==> src/rtl/frame_deserializer.sv <==
// -----------------------------------------------------------------------------
// frame_deserializer
//
// Receives the byte stream produced by the channel serializer. Each frame is
// HEADER, NUM_CHANNELS data bytes and FOOTER. The data bytes are collected in a
// shadow buffer. When a good footer arrives, the buffer is published on
// frame_data. A wrong footer byte aborts the frame. Beats are counted only
// when din_valid is high, so the stream may contain idle gaps.
//
// Optional build macro: DESER_ERR_CNT_EN adds a saturating count of aborted
// frames on err_count.
//
// Ports:
//   clk          rising-edge clock
//   rst          synchronous, active-high reset
//   din          incoming byte
//   din_valid    din carries a beat this cycle
//   frame_data   last good frame; channel k is in bits [8k+7:8k]
//   frame_valid  one-cycle pulse: frame_data has just been updated
//   frame_err    one-cycle pulse: frame aborted because of a bad footer
//   busy         high while a frame is in progress (COLLECT or FOOTER)
//   err_count    (DESER_ERR_CNT_EN only) saturating count of frame_err pulses
// -----------------------------------------------------------------------------
module frame_deserializer #(
    parameter logic [7:0] HEADER       = 8'hAA,
    parameter logic [7:0] FOOTER       = 8'hFF,
    parameter int         NUM_CHANNELS = 16
) (
    input  logic                        clk,
    input  logic                        rst,
    input  logic [7:0]                  din,
    input  logic                        din_valid,
    output logic [8*NUM_CHANNELS-1:0]   frame_data,
    output logic                        frame_valid,
    output logic                        frame_err,
`ifdef DESER_ERR_CNT_EN
    output logic [15:0]                 err_count,
`endif
    output logic                        busy
);

    localparam int CNT_W = $clog2(NUM_CHANNELS);

    typedef enum logic [1:0] {
        ST_HUNT    = 2'd0,
        ST_COLLECT = 2'd1,
        ST_FOOTER  = 2'd2
    } state_t;

    state_t                       state;
    state_t                       state_next;
    logic [CNT_W-1:0]             cnt;
    logic [8*NUM_CHANNELS-1:0]    shadow;

    logic                         last_slot;
    logic                         start_frame;
    logic                         wr_slot;
    logic                         commit;
    logic                         abort;

    assign last_slot = (cnt == CNT_W'(NUM_CHANNELS - 1));

    // State register
    always_ff @(posedge clk) begin
        if (rst) begin
            state <= ST_HUNT;
        end else begin
            state <= state_next;
        end
    end

    // Next-state logic
    always_comb begin
        state_next = state;
        case (state)
            ST_HUNT: begin
                if (din_valid && din == HEADER) begin
                    state_next = ST_COLLECT;
                end
            end
            ST_COLLECT: begin
                if (din_valid && last_slot) begin
                    state_next = ST_FOOTER;
                end
            end
            ST_FOOTER: begin
                // Good or bad footer, the byte is consumed and hunting restarts.
                // A bad footer equal to HEADER is therefore not taken as a start.
                if (din_valid) begin
                    state_next = ST_HUNT;
                end
            end
            default: state_next = ST_HUNT;
        endcase
    end

    // Output / datapath control decode
    always_comb begin
        start_frame = 1'b0;
        wr_slot     = 1'b0;
        commit      = 1'b0;
        abort       = 1'b0;
        case (state)
            ST_HUNT:    start_frame = din_valid && (din == HEADER);
            ST_COLLECT: wr_slot     = din_valid;
            ST_FOOTER: begin
                commit = din_valid && (din == FOOTER);
                abort  = din_valid && (din != FOOTER);
            end
            default: ;
        endcase
    end

    // Registered datapath and outputs
    always_ff @(posedge clk) begin
        if (rst) begin
            cnt         <= '0;
            shadow      <= '0;
            frame_data  <= '0;
            frame_valid <= 1'b0;
            frame_err   <= 1'b0;
            busy        <= 1'b0;
        end else begin
            frame_valid <= commit;
            frame_err   <= abort;
            // Loaded from the next state so busy lines up with the state register.
            busy        <= (state_next != ST_HUNT);
            if (start_frame) begin
                cnt <= '0;
            end else if (wr_slot) begin
                shadow[8*cnt +: 8] <= din;
                cnt                <= cnt + 1'b1;
            end
            if (commit) begin
                frame_data <= shadow;
            end
        end
    end

`ifdef DESER_ERR_CNT_EN
    always_ff @(posedge clk) begin
        if (rst) begin
            err_count <= '0;
        end else if (abort && err_count != 16'hFFFF) begin
            err_count <= err_count + 16'd1;
        end
    end
`endif

endmodule

==> config.mk <==
export PLATFORM = sky130hd
export DESIGN_NAME = frame_deserializer
export DESIGN_NICKNAME = d
export VERILOG_FILES = /design/src/rtl/frame_deserializer.sv
export SDC_FILE = /design/constraint.sdc
export NUM_CORES = 1
export LEC_CHECK = 0
export ABC_CLOCK_PERIOD_IN_PS = 4900
export BUFFER_PORTS_ARGS = -buffer_cell sky130_fd_sc_hd__buf_2
export CAP_MARGIN = 20
export CORE_MARGIN = 3
export CORE_UTILIZATION = 35
export CTS_BUF_LIST = sky130_fd_sc_hd__clkbuf_16
export CTS_CLUSTER_DIAMETER = 30
export CTS_CLUSTER_SIZE = 28
export DETAILED_ROUTE_END_ITERATION = 10
export PLACE_DENSITY = 0.52
export SLEW_MARGIN = 20
export SYNTH_ARGS = -nofsm -noshare
export SYNTH_HDL_FRONTEND = slang
export SYNTH_SLANG_ARGS = --single-unit
==> constraint.sdc <==
create_clock -name clk -period 4.9 [get_ports clk]
set_input_delay 0.49 -clock clk [delete_from_list [all_inputs] [get_ports clk]]
set_output_delay 0.49 -clock clk [all_outputs]
set_load 0.03 [all_outputs]
==> run summary <==
The run finished with clean final reports. The floorplan step defined a core boundary enclosing 29200 µm². The clock net in this run drives a total of 265 sinks. The post-route minimum period is 2.74 ns. The highest clock frequency the design can meet came out at 0.365 GHz. The maximum count of clock buffers along a single path came out at 3. The tightest hold margin is 0.265 ns. The worst path arrival time came out at 3.20 ns. At the pin with the least slew margin, the transition time is 0.995 ns. In this run the worst hold path is classified as primary input to register. The number of antenna violations at the first check in global routing is 0. For flop-to-flop paths, the worst setup slack is 2.16 ns. The synthesized netlist net count is 1002. Setup violations remaining at the end of the flow were counted as 0. The number of hold violations in the final report came out at 0. Clock-pin slew was measured on the worst setup and hold paths at 0.04 ns. The post-DP HPWL came out at 18800 µm. In this run the critical register-to-register path is launched from cnt[0]. The count of yosys warnings during synthesis is 0.

The first-pass GRT wire length came out at 47000 µm. The number of gates given a new drive strength after cts is 0. The internal cell power is 5060 µW.

Detailed routing placed a total of 1600 µm of wire on met3. The count of max-cap constraint violations came out at 0. The portion of total power attributed to combinational logic is 0.014. Compared with the post-synthesis result, the final layout area differs by 28.5%. The diode insertion count for antenna repair came out at 0. The most used flip-flop cell after synthesis is sky130_fd_sc_hd__dfxtp_1.

The proportion of total power due to net switching is 0.203. The slowest stage of the critical path is the sky130_fd_sc_hd__a2111oi_4 cell. Of all nets on the critical path, the largest fanout is 11. The root buffer cell chosen for the clock tree is sky130_fd_sc_hd__clkbuf_16. The final-stage net count is 1117. The initial standard-cell utilization of the core came out at 0.361. The fraction of the core area covered by cells at the end of the flow came out at 0.463. The worst setup path is launched from a register.

The count of buffers from port buffering came out at 141. The average detailed-routed wire length per instance came out at 20.0 µm. The number of cells on the worst reg-to-reg path is 5.

Of the total power, the clock network draws 0.645. The top-level I/O count is 142. The number of DRC markers in iteration 0 came out at 553. STA classifies the critical path endpoint as a register. The number of register bits inferred by synthesis came out at 265. The cell family contributing the most delay on the critical path is compound AO/OA/AOI/OAI gates. In the detailed route, the total length drawn on met2 is 14600 µm. The floorplan step set the die width to 179 µm. Power spread over the standard cell area amounts to 469 nW/µm². The count of antenna-violating nets left after detailed routing is 0. The net switching power came out at 1290 µW. The normalized max-slew margin is 0.337. The via count of the routed design is 8121. The hold-critical path endpoint is shadow[2]. TritonCTS built the clock tree. TritonCTS created 61 clock buffers. In the synthesized netlist, the number of instances is 987. The mapped netlist covers 10500 µm². The final weighted congestion in routability-driven placement is 0.817.

The final-layout fill cell count came out at 2840. The number of cells on the worst hold path is 3. Setup repair after global routing left no endpoint under its margin. The fraction of final layout cells with drive strength greater than 1 is 0.338. The total routed wire length on the met1 layer came out at 13900 µm.

The detailed router used layers up to and including met4. The leakage power figure is 0.00563 µW. Walking the worst path, the cells encountered are inv_1, ha_1, or3b_1, a2111oi_4, mux2i_1. The sequential share of the synthesized area came out at 0.504. The H-tree depth reported by CTS came out at 2. The number of enable-type register cells in the synthesized netlist came out at 0. The share of flip-flops with an asynchronous set or reset after synthesis is 0. The number of unique standard cell types used by synthesis is 40. The critical path buffer and inverter count is 1. The floorplan step defined a die boundary enclosing 32200 µm². The number of hold buffers added after cts came out at 0.

Global routing finished with a remaining overflow of 0. IR analysis of the VDD net gives a maximum drop of 263 µV. Of the available clock period, the critical path in the final layout requires 0.560. The setup fix buffers added after clock tree synthesis is 0. Across every metal layer, demand over resource in global routing totals 0.187. By startpoint and endpoint, the worst setup path is classified as register to register. The worst clock skew came out at 0.0134 ns.

The max-slew violation count came to 0. The endpoint identified for the worst register-to-register timing path is shadow[22]. Leaving out fill and tap cells, the most frequent cell in the layout is sky130_fd_sc_hd__dfxtp_1. The via count of the first global-routing pass came out at 7942. The start point of the worst min-delay path is din[2].

The DRC violations left is 0. The largest stage delay on the critical path came out at 0.75 ns. The clock reaches the later pin of the worst-skew pair after 0.56 ns. Entering global routing, the biggest net connects 113 pins. For the final routed database, the setup TNS stands at 0 ns.

Dividing the synthesized area by the synthesized cell count gives 10.7 µm². The length of the first detailed-routing pass in iterations is 5. In the layout the commonest cells are sky130_fd_sc_hd__dfxtp_1, sky130_fd_sc_hd__buf_2, sky130_fd_sc_hd__nand2b_1, sky130_fd_sc_hd__a31o_2, sky130_fd_sc_hd__mux2i_1. Data on the critical path is required at its endpoint by 5.36 ns.

The row count is 62. The via density per instance came out at 5.28. The height of the die is 179 µm.

The routed wire length is 30700 µm. Of the total power, registers draw 0.341.
[synth_stat cells (all sizes together), types with 2 or more instances]
cell type,count,area [µm²]
xnor2,2,17.5
nand2b,130,813
clkbuf,90,338
ha,4,50.1
nand2,16,60.1
nand4,2,12.5
nand4b,2,23.8
buf,9,45.1
o21ai,2,10.0
nor3,4,20.0
nor3b,2,15.0
a31o,129,1130
nor2,9,33.8
nand3b,3,22.5
a2111oi,4,110
xor2,2,17.5
nand3,23,115
nor2b,2,12.5
a211oi,3,60.1
or3,5,36.3
dfxtp,265,5310
and3b,2,17.5
mux2i,129,1290
a21oi,3,15.0
inv,5,18.8
o211ai,3,37.5
nor4,128,801
[registers in the layout (all words and copies together) (netlist names)]
register	count
frame_data	128
state	2
cnt	4
busy	1
frame_valid	1
shadow	128
frame_err	1
[worst max path at each step]
| stage | from | end | cells past startpoint |
|---|---|---|---|
| after floorplan | cnt[2] | shadow[80] | 6 |
| after global placement | cnt[0] | shadow[18] | 5 |
| after detailed placement | cnt[0] | shadow[35] | 5 |
| after CTS | cnt[0] | shadow[82] | 5 |
| after global routing | cnt[0] | shadow[82] | 5 |
| final | cnt[0] | shadow[22] | 5 |
[per-layer routing]
layer  up-vias  GRT usage
met1      3881      0.253
met4         0     0.0561
met3        47     0.0350
met2       212      0.306
li1       3981          -
met5         -          0
[final cells by class]
type	instances	area, µm²	area share
Clock inverter	51	538	0.0398
Sequential cell	265	5310	0.392
Clock buffer	63	1580	0.117
Multi-Input combinational cell	618	4820	0.356
Timing Repair Buffer	151	781	0.0578
Inverter	5	21.3	0.00157
Tap cell	384	480	0.0355
[stage by stage]
step | instance area, µm² | std cells | setup slack (ns) | total power (µW)
after detailed placement | 11400 | 1423 | 2.20 | 2290
final | 13500 | 1537 | 2.16 | 6340
after global routing | 13500 | 1537 | 1.99 | 6540
after CTS | 13500 | 1537 | 2.16 | 6410
after floorplan | 10500 | 987 | 2.58 | 2260
after global placement | 11400 | 1423 | 2.22 | 2290
[kinds of logic (layout without fill, tap and decap cells)]
family                     after synthesis  count (layout)  synth area share
and+or+nand+nor                        335             335             0.195
DFF                                    265             265             0.504
AOI/OAI and AO/OA                      146             146             0.131
muxes                                  129             129             0.123
buffers and inverters                  104             270            0.0382
adders and majority gates                4               4           0.00476
xor gates and xnor gates                 4               4           0.00333
[power by group through the flow]
stage	clock (µW)	combinational, µW	sequential [µW]
3_3_place_gp	0	88.6	2200
3_5_place_dp	0	88.7	2200
2_1_floorplan	0	60.8	2200
4_1_cts	4160	88.7	2160
5_1_grt	4290	95.0	2160
6_report	4090	89.0	2160
[worst reg2reg max path, cell delays in order, from the launching register on]
cell,delay (ns)
sky130_fd_sc_hd__dfxtp_1,0.54
sky130_fd_sc_hd__inv_1,0.13
sky130_fd_sc_hd__ha_1,0.42
sky130_fd_sc_hd__or3b_1,0.54
sky130_fd_sc_hd__a2111oi_4,0.75
sky130_fd_sc_hd__mux2i_1,0.27
(Power assumes the default switching activity.)
